`config.mk`:
```
export PLATFORM = sky130hd
export DESIGN_NAME = mem8_reader
export DESIGN_NICKNAME = d
export VERILOG_FILES = /design/src/rtl/mem8_reader.sv
export SDC_FILE = /design/constraint.sdc
export NUM_CORES = 1
export LEC_CHECK = 0
export CORE_MARGIN = 1
export CORE_UTILIZATION = 25
export CTS_CLUSTER_SIZE = 30
export DETAILED_ROUTE_END_ITERATION = 10
export GPL_TIMING_DRIVEN = 0
export PLACE_DENSITY = 0.41
export SLEW_MARGIN = 20
export SYNTH_ARGS = -nofsm -noshare
export SYNTH_HDL_FRONTEND = slang
export SYNTH_SLANG_ARGS = --single-unit
```
`constraint.sdc`:
```
create_clock -name clk -period 7.8 [get_ports clk]
set_input_delay 0.78 -clock clk [delete_from_list [all_inputs] [get_ports clk]]
set_output_delay 0.78 -clock clk [all_outputs]
set_load 0.02 [all_outputs]
```
`src/rtl/mem8_reader.sv`:
```
// Burst reader: range-checks a request, then streams words from a
// combinational-read memory to a valid/ready consumer while summing them.
module mem8_reader #(
    parameter int ADDR_W   = 27,
    parameter int DATA_W   = 32,
    parameter int MEM_LAST = 35660,
    parameter int CNT_W    = 16
) (
    input  logic              clk,
    input  logic              rst_n,
    input  logic              start,
    input  logic [ADDR_W-1:0] start_addr,
    input  logic [CNT_W-1:0]  word_count,
    input  logic              abort,
    output logic [ADDR_W-1:0] mem_addr,
    output logic              mem_rd_en,
    input  logic [DATA_W-1:0] mem_data,
    output logic [DATA_W-1:0] out_data,
    output logic              out_valid,
    input  logic              out_ready,
    output logic              busy,
    output logic              done,
    output logic              err,
    output logic [DATA_W-1:0] checksum
);

    localparam int SUM_W = ((ADDR_W > CNT_W) ? ADDR_W : CNT_W) + 1;
    localparam logic [SUM_W-1:0] LAST = SUM_W'(MEM_LAST);

    typedef enum logic [1:0] {IDLE, CHECK, READ, HOLD} state_t;

    state_t             state, state_next;
    logic [ADDR_W-1:0]  addr_lat;
    logic [CNT_W-1:0]   remaining;
    logic [SUM_W-1:0]   last_addr;

    logic load, start_read, capture, xfer, advance, finish, range_fail;

    // Only consulted in CHECK, where remaining >= 1, so no underflow.
    assign last_addr = SUM_W'(addr_lat) + SUM_W'(remaining) - SUM_W'(1);

    always_ff @(posedge clk or negedge rst_n) begin
        if (!rst_n)
            state <= IDLE;
        else
            state <= state_next;
    end

    always_comb begin
        state_next = state;
        load       = 1'b0;
        start_read = 1'b0;
        capture    = 1'b0;
        xfer       = 1'b0;
        advance    = 1'b0;
        finish     = 1'b0;
        range_fail = 1'b0;
        mem_rd_en  = (state == READ);
        busy       = (state != IDLE);
        unique case (state)
            IDLE: begin
                if (start) begin
                    load       = 1'b1;
                    state_next = CHECK;
                end
            end
            CHECK: begin
                if (abort) begin
                    state_next = IDLE;
                end else if (remaining == '0) begin
                    finish     = 1'b1;
                    state_next = IDLE;
                end else if (last_addr > LAST) begin
                    range_fail = 1'b1;
                    finish     = 1'b1;
                    state_next = IDLE;
                end else begin
                    start_read = 1'b1;
                    state_next = READ;
                end
            end
            READ: begin
                if (abort) begin
                    state_next = IDLE;
                end else begin
                    capture    = 1'b1;
                    state_next = HOLD;
                end
            end
            HOLD: begin
                if (abort) begin
                    state_next = IDLE;
                end else if (out_valid && out_ready) begin
                    xfer = 1'b1;
                    if (remaining == CNT_W'(1)) begin
                        finish     = 1'b1;
                        state_next = IDLE;
                    end else begin
                        advance    = 1'b1;
                        state_next = READ;
                    end
                end
            end
        endcase
    end

    // The count latched on start doubles as the remaining-word counter;
    // the address is staged separately so a rejected burst leaves mem_addr alone.
    always_ff @(posedge clk or negedge rst_n) begin
        if (!rst_n) begin
            addr_lat  <= '0;
            remaining <= '0;
            mem_addr  <= '0;
            out_data  <= '0;
            out_valid <= 1'b0;
            done      <= 1'b0;
            err       <= 1'b0;
            checksum  <= '0;
        end else begin
            done <= finish;
            if (load) begin
                addr_lat  <= start_addr;
                remaining <= word_count;
                checksum  <= '0;
                err       <= 1'b0;
            end
            if (range_fail)
                err <= 1'b1;
            if (start_read)
                mem_addr <= addr_lat;
            if (capture) begin
                out_data  <= mem_data;
                out_valid <= 1'b1;
            end
            if (xfer) begin
                checksum  <= checksum + out_data;
                remaining <= remaining - CNT_W'(1);
                out_valid <= 1'b0;
            end
            if (advance)
                mem_addr <= mem_addr + ADDR_W'(1);
            if (busy && abort)
                out_valid <= 1'b0;
        end
    end

endmodule

```
After elaboration in Yosys (flattened, before gate mapping)
Cells that the tools add are included. W data, S select, Z words.

Add/sub/neg operators: 5. Magnitude comparators: 1. Eq/ne operators: 6. Muxes and demuxes: 45. Reductions and logical operators: 10.

Operators with widths (number): $mux W32 (2); $mux W27 (2); $add A32 B32 Y32 (1); $mux W16 (2); $mux W1 (29); $add A27 B16 Y28 (1); $gt A28 B16 Y1 const B (1); $sub A28 B1 Y28 const B (1); $add A27 B1 Y27 const B (1); $eq A16 B1 Y1 const B (1); $logic_not A16 Y1 (1); $mux W2 (8); $sub A16 B1 Y16 const B (1); $pmux W2 S4 (1); $reduce_bool A2 Y1 (4); $eq A2 B2 Y1 const B (2); $ne A3 B3 Y1 const B (1); $reduce_bool A3 Y1 (1); $eq A2 B1 Y1 const B (1); $logic_and A1 B1 Y1 (2); $logic_not A2 Y1 (1); $ne A2 B2 Y1 const B (1); $pmux W1 S2 (1); $reduce_and A2 Y1 (1).

Bits in registers: 139. Bits of input ports: 80. Output and inout bits: 96. Word-level logic and storage cells: 76.

Logic depth before layout (Yosys ltp)
Gate-level depths: netlist (run 1).

Depth after elaboration: 9. Depth in mapped cells: 18. Gate-level depth less buffers: 16.

Worst setup path before layout (run 1)
OpenSTA, ideal clock, no wires.

Path kind: reg-to-reg. Start point: reg remaining[1]. End point: reg mem_addr[0]. Library setup time: 0.136 ns. Arrival: 4.050 ns. Required time: 7.664 ns. Setup slack: 3.615 ns. Cell stages (with the launch flop): 19. Buffers on the path: 2. Clock period less this slack: 4.185 ns. Path through: dfrtp_1 inv_1 ha_1 inv_1 ha_1 fa_1 a211o_1 nor4b_4 o2111ai_1 nand3_1 a211oi_2 xnor2_1 nand4_1 or4_1 or4b_1 buf_6 buf_2 nand3_1 o311ai_2.

Word-level cells in the longest chain between the ends: 8. Elaborated cells between the ends (all ways): 15. Classes of those cells: 2 x add/sub; 1 x order compare; 1 x eq/ne; 9 x mux; 2 x reduce/logical.

Ends and longest elaborated chain: start, declared (RTL line 34) `logic [CNT_W-1:0] remaining;`; start signal, assigned (RTL line 123) `remaining <= word_count;`; start signal, assigned (RTL line 137) `remaining <= remaining - CNT_W'(1);`; $add A27 B16 Y28 (RTL line 40) `assign last_addr = SUM_W'(addr_lat) + SUM_W'(remaining) - SUM_W'(1);`; $sub A28 B1 Y28 (RTL line 40); $gt A28 B16 Y1 (RTL line 73) `end else if (last_addr > LAST) begin`; $mux W1 (RTL line 73); $mux W1 (RTL line 70) `end else if (remaining == '0) begin`; $mux W1 (RTL line 68) `if (abort) begin`; $mux W1 (RTL line 60) `unique case (state)`; $reduce_bool A2 Y1 (no line); end signal, assigned (RTL line 130) `mem_addr <= addr_lat;`; end signal, assigned (RTL line 141) `mem_addr <= mem_addr + ADDR_W'(1);`; end, declared (RTL line 15) `output logic [ADDR_W-1:0] mem_addr,`.

Parallel ways exist; a longest one is shown, timed or not. A chain may end at the register's enable or synchronous reset.

Final worst setup path (run 1)
Start point: reg addr_lat[1]. End point: reg mem_addr[4].

Word-level cells in the longest chain between the ends: 8.

Ends and longest elaborated chain: start, declared (RTL line 33) `logic [ADDR_W-1:0] addr_lat;`; start signal, assigned (RTL line 122) `addr_lat <= start_addr;`; $add A27 B16 Y28 (RTL line 40); $sub A28 B1 Y28 (RTL line 40); $gt A28 B16 Y1 (RTL line 73); $mux W1 (RTL line 73); $mux W1 (RTL line 70); $mux W1 (RTL line 68); $mux W1 (RTL line 60); $reduce_bool A2 Y1 (no line).

No other way between the ends.

==> run_results.csv, run 1 <==
group,metric,value,unit
setup_path,crit_path_start_kind,"flop",
logic_synthesis,ys_top_cells_by_count,"dfrtp_1 (139), o21ai_0 (104), nand2_1 (102)",
cts,cts_setup_buffers,0,
logic_synthesis,synthFlopType,"dfrtp_1",
pwr,pwr_density_cell,190,nW/um^2
timing,setup_viol,0,
cts,ctsResizeCount,0,
die,io_pins,176,
route,drc_errors,0,
hold_path,min_path_type,"primary input to async pin",
logic_synthesis,async_reset_ff_frac,1.00,
logic_synthesis,ys_seq_area_frac,0.368,
logic_synthesis,yosysMostFrequentCell,"dfrtp_1",
setup_path,cp.required,8090,ps
setup_path,cpPeakStageDelay,540,ps
timing,fin_skew,9.01,ps
final_layout,final_area,12500,sq um
die,rows,70,
die,die_x,196,um
setup_path,critPathCapture,"mem_addr[4]",
route,first_pass_iters,5,
setup_path,reg2reg_to,"mem_addr[4]",
placed_design,place_hpwl,25.9,mm
global_routing,antenna_found_initial,3,
timing,grt_setup_unrepaired,"no",
final_layout,post-route-util,0.339,
cts,clock-sinks,139,
final_layout,area_delta_synth_final,32.2,%
logic_synthesis,synth_area_leaders,"dfrtp_1 (37%), ha_1 (10%), o21ai_0 (5.5%), a21oi_1 (4.5%), nand3_1 (4.1%)",
route,avgRoutedWirePerCell,18.2,um
timing,period_needed,4860,ps
timing,slew_headroom,0.536,
global_routing,grt_usage,0.174,
setup_path,path_cells,"inv_1 -> ha_1 -> inv_1 -> ha_1 -> fa_1 -> a211o_1 -> nor4b_4 -> o2111ai_1 -> nand3_1 -> a211oi_2 -> xnor2_1 -> nand4_1 -> or4_1 -> or4b_1 -> buf_6 -> buf_2 -> o32ai_1 -> a21oi_1",
cts,path_clk_slew,70,ps
setup_path,critPathSlowestCell,"or4b_1",
global_routing,grt_pass1_vias,8726,
pwr,ir_drop,0.000128,V
setup_path,cp-startpoint,"addr_lat[1]",
placed_design,place_area,11900,sq um
route,final_antenna_net_count,0,
die,die_h,196,um
logic_synthesis,ys_ff_latch,139,
timing,finalMaxSlewViolations,0,
logic_synthesis,synth.top_cell.area_share,0.368,
route,drtIter0Drc,465,
placed_design,routabilityCongestion,0.848,
logic_synthesis,synth_top_area_cell,"dfrtp_1",
logic_synthesis,synth-edff-count,0,
die,initial_core_util,0.256,
setup_path,r2r_slack,2940,ps
route,viasPerCell,4.83,
setup_path,reg2reg_depth,18,
route,vias,8695,
timing,post-route-period-util,0.623,
logic_synthesis,syn_area_per_cell,8.71,sq um
timing,fmax,206,MHz
logic_synthesis,synth_nets,1243,
setup_path,arrival,5140,ps
global_routing,grt_max_degree,57,
setup_path,critical_path_depth,18,
logic_synthesis,synth.distinct_cells,79,
global_routing,grt_pass1_wl,51.3,mm
cts,ctsHtreeMaxLevel,4,
global_routing,grt_overflow,0,
setup_path,crit_fanout,10,
logic_synthesis,syn_area,9450,sq um
pwr,p_leak,5.47,nW
cts,worstSkewPairLatency,440,ps
placed_design,placed_cells,1766,
route,drt-total-wl,32.7,mm
cts,cts_buffers,17,
cts,root_buffer,"clkbuf_16",
logic_synthesis,netlist_instances,1085,
timing,whs,207,ps
die,core,36900,sq um
setup_path,cp_top_family,"simple AND/OR/NAND/NOR gates",
setup_path,worst-setup-path-type,"flop to flop",
final_layout,fin_cells,1799,
timing,worst_slew_pin_slew,696,ps
setup_path,r2r-start,"addr_lat[1]",
outcome,status,"finished clean",
cts,cts_tree,"built",
cts,ctsHoldBuffers,0,
final_layout,nNetsFinal,1439,
setup_path,cp-end-kind,"flop",
final_layout,drive_above_1_share,0.0665,
timing,final-hold-violation-count,0,
die,fp.dieArea,38600,sq um
setup_path,critical_path_buf_inv_count,4,
job,drv_cap,0,
logic_synthesis,ys.warnings.count,0,
cts,cts_buffer_depth,2,
placed_design,io_buffer_count,175,
## worst register-to-register path, cell delays in order, from the launching register on
cell and delay [ps]:
dfrtp_1 370, inv_1 70, ha_1 270, inv_1 40, ha_1 220, fa_1 420
a211o_1 330, nor4b_4 160, o2111ai_1 340, nand3_1 200, a211oi_2 380, xnor2_1 190
nand4_1 100, or4_1 450, or4b_1 540, buf_6 180, buf_2 210, o32ai_1 160
a21oi_1 70
## state kept, by name, indices dropped and copies added, names as in the netlist
name and count:
addr_lat 27, checksum 32, done 1, err 1
mem_addr 27, out_data 32, out_valid 1, remaining 16
state 2
## worst min path at each step
stage                   endpoint  slack (ps)  depth (start not counted)
finish              addr_lat[12]         210                          1
global route        addr_lat[12]         200                          1
CTS                 addr_lat[12]         200                          1
detailed placement  checksum[31]         480                          1
global placement    checksum[31]         470                          1
floorplan            addr_lat[0]         480                          0
## layer usage
layer	vias to the layer above	wire length, um	global-route usage	part of all wire
li1	4317	-	-	-
met1	4177	15400	0.231	0.47
met2	173	15000	0.277	0.46
met3	24	1880	0.0503	0.058
met4	4	396	0.0417	0.012
met5	-	27	0	0.00083
## cells in the final DEF (no fill, tap or decap), types with 18 or more instances in the layout
cell,count
ha_1,76
nand2_1,102
a21o_1,18
clkbuf_1,35
inv_1,86
a21oi_1,85
nor2_1,57
clkdlybuf4s50_1,174
nor3_1,19
dfrtp_1,139
o21ai_0,104
nand3_1,78
mux2_2,33
xnor2_1,31
## where the power goes
group	switching [W]	total, W	internal [W]
registers	0.0000335	0.000788	0.000755
logic	0.000435	0.000740	0.000305
clock network	0.000362	0.000849	0.000487
total	0.000831	0.00238	0.00155
## area by class of cell
class | instances | area [sq um]
repair buffers | 177 | 1810
well taps | 504 | 631
clock buffers | 18 | 439
clock inverters | 14 | 159
multi-input cells | 819 | 5460
inverters | 86 | 323
flip-flops and latches | 139 | 3480
fillers | 3867 | 24400
diodes | 1 | 2.50
plain buffers | 41 | 181
## per-stage QoR
stage	worst slack, ps	total power [W]	setup TNS, ps
after floorplan	3610	0.00131	0
after global placement	-645	0.00154	-86670
after detailed placement	2940	0.00154	0
after CTS	2930	0.00241	0
after global routing	2660	0.00253	0
final	2940	0.00238	0
## cells by family after synthesis
| kind of cell | share of synthesized area |
|---|---|
| AO/OA/AOI/OAI | 0.209 |
| buffers and inverters | 0.0534 |
| adder cells (fa/ha/maj) | 0.105 |
| XOR/XNOR | 0.0427 |
| AND/OR/NAND/NOR | 0.176 |
| flip-flops | 0.368 |
| multiplexers | 0.0457 |
(Power assumes the default switching activity.)
==> inputs of run 2 (changes only) <==
- PLACE_DENSITY: 0.41 -> 0.43
- clock period: 7.8 -> 4.1 ns (I/O delays scaled with it)
==> run 2 against run 1 <==
Effect of this change: the run now ends with negative setup slack left; non-clock buffer count is 17 higher; clock power is 90% higher; fmax is 9.3% higher; critical path type unchanged; largest cell class unchanged; highest routed layer unchanged.
==> run_results.csv, run 2 (synthesis gave the netlist of run 1 again) <==
group,metric,value,unit
setup_path,reg2reg_to,"mem_addr[22]",
timing,post-route-period-util,1.08,
timing,setup_ws,-343,ps
setup_path,r2r_slack,-340,ps
setup_path,cp-startpoint,"remaining[1]",
setup_path,critPathCapture,"mem_addr[22]",
global_routing,grt_pass1_vias,8787,
die,die_x,196,um
timing,period_needed,4440,ps
placed_design,place_hpwl,25.4,mm
cts,root_buffer,"clkbuf_16",
final_layout,multi_input_area,5760,sq um
setup_path,reg2reg_depth,16,
cts,cts_buffers,17,
setup_path,crit_fanout,5,
outcome,violations,"negative setup slack",
final_layout,layout_common_cells,"clkdlybuf4s50_1 (174), dfrtp_1 (136), nand2_1 (102), o21ai_0 (96), inv_1 (81)",
setup_path,cp.required,4420,ps
route,avgRoutedWirePerCell,18.4,um
timing,grt_setup_unrepaired,"yes",
die,initial_core_util,0.256,
timing,whs,470,ps
final_layout,nNetsFinal,1457,
setup_path,cp-end-kind,"flop",
hold_path,min_path_type,"primary input to async pin",
timing,fmax,225,MHz
timing,fin_skew,15.2,ps
die,die_h,196,um
setup_path,arrival,4770,ps
route,drt-total-wl,33.5,mm
die,rows,70,
final_layout,area_delta_synth_final,37.4,%
setup_path,crit_path_start_kind,"flop",
global_routing,grt_usage,0.174,
route,drc_errors,0,
pwr,pwr_density_cell,361,nW/um^2
route,vias,8806,
final_layout,post-route-util,0.352,
outcome,status,"complete, but fails checks",
timing,finalMaxSlewViolations,0,
cts,path_clk_slew,60,ps
timing,setup_viol,27,
final_layout,drive_above_1_share,0.119,
die,core,36900,sq um
route,drtIter0Drc,432,
cts,cts_tree,"built",
setup_path,r2r-start,"remaining[1]",
cts,ctsHtreeMaxLevel,4,
global_routing,grt_max_degree,90,
pwr,p_leak,5.63,nW
cts,clock-sinks,139,
global_routing,grt_overflow,0,
final_layout,regArea,3480,sq um
placed_design,io_buffer_count,175,
cts,worstSkewPairLatency,440,ps
timing,slew_headroom,0.493,
final_layout,reg_top3,"checksum x32, out_data x32",
route,first_pass_iters,5,
cts,cts_buffer_depth,2,
route,viasPerCell,4.85,
job,drv_cap,0,
final_layout,layout_commonest_cell,"clkdlybuf4s50_1",
setup_path,worst-setup-path-type,"flop to flop",
global_routing,antenna_found_initial,4,
route,final_antenna_net_count,0,
final_layout,num-fill-cells,3861,
pwr,ir_drop,0.000239,V
placed_design,routabilityCongestion,0.839,
timing,final-hold-violation-count,0,
global_routing,grt_pass1_wl,51.3,mm
die,io_pins,176,
die,fp.dieArea,38600,sq um
timing,worst_slew_pin_slew,760,ps
[run 2: changes by cell type in the layout (fill, tap and decap cells not counted), sizes merged]
cell,change
dlygate4sd3,+1
clkinv,+1
inv,-1
buf,+19
or4b,+1
clkinvlp,-3
clkbuf,-1
[run 2: worst min-delay path by stage]
stage | to | start
final | addr_lat[18] | rst_n
after global routing | addr_lat[18] | rst_n
after CTS | addr_lat[18] | rst_n
after detailed placement | addr_lat[18] | rst_n
after global placement | checksum[31] | checksum[31]
after floorplan | addr_lat[0] | rst_n
[run 2: per-layer routing]
layer | wire length, um | track usage
met1 | 15800 | 0.234
met2 | 15400 | 0.276
met3 | 1770 | 0.0472
met4 | 478 | 0.0448
met5 | 40 | 0
[run 2: what timing repair did]
| item | 4_1_cts | 5_1_grt |
|---|---|---|
| buffers inserted | 11 | 7 |
| hold endpoints to repair | 50 | 0 |
| pin swaps | 25 | 13 |
| hold buffers | 1 | 0 |
| gates cloned | 4 | 0 |
| setup endpoints to repair | 28 | 30 |
| gates resized for setup | 53 | 27 |
[run 2: worst max-delay path: stages, from the launching register on]
cell	delay, ps
dfrtp_1	360
inv_2	60
ha_4	250
inv_2	40
ha_4	160
fa_2	370
a211o_1	310
nor4b_4	160
o2111ai_2	260
nand3_2	170
a211oi_4	340
xnor2_1	190
nand4_1	130
or4_4	450
or4b_4	630
buf_12	190
o221a_1	240
[run 2: metrics by stage]
stage | setup WS (ps) | total power (W) | TNS, ps | std cells | area [sq um]
3_5_place_dp | -593 | 0.00293 | -13740 | 1765 | 11900
6_report | -343 | 0.00469 | -7160 | 1816 | 13000
5_1_grt | -477 | 0.00496 | -10510 | 1815 | 13000
4_1_cts | -385 | 0.00464 | -7970 | 1810 | 12800
2_1_floorplan | 17.6 | 0.00249 | 0 | 1085 | 9450
3_3_place_gp | -3810 | 0.00292 | -541880 | 1764 | 11800
[run 2: area by class of cell]
cell class | instances | share of cell area
flip-flops and latches | 139 | 0.268
plain buffers | 37 | 0.0138
diodes | 1 | 0.000193
inverters | 86 | 0.0249
clock buffers | 20 | 0.0344
well taps | 504 | 0.0486
multi-input cells | 820 | 0.444
clock inverters | 11 | 0.0103
repair buffers | 198 | 0.156
[run 2: report_power, final]
part / switching (W) / leakage, nW / internal (W)
Clock: 0.000690 / 0.282 / 0.000920
Sequential: 0.0000702 / 1.84 / 0.00144
Combinational: 0.000907 / 3.50 / 0.000668
Total: 0.00167 / 5.63 / 0.00302
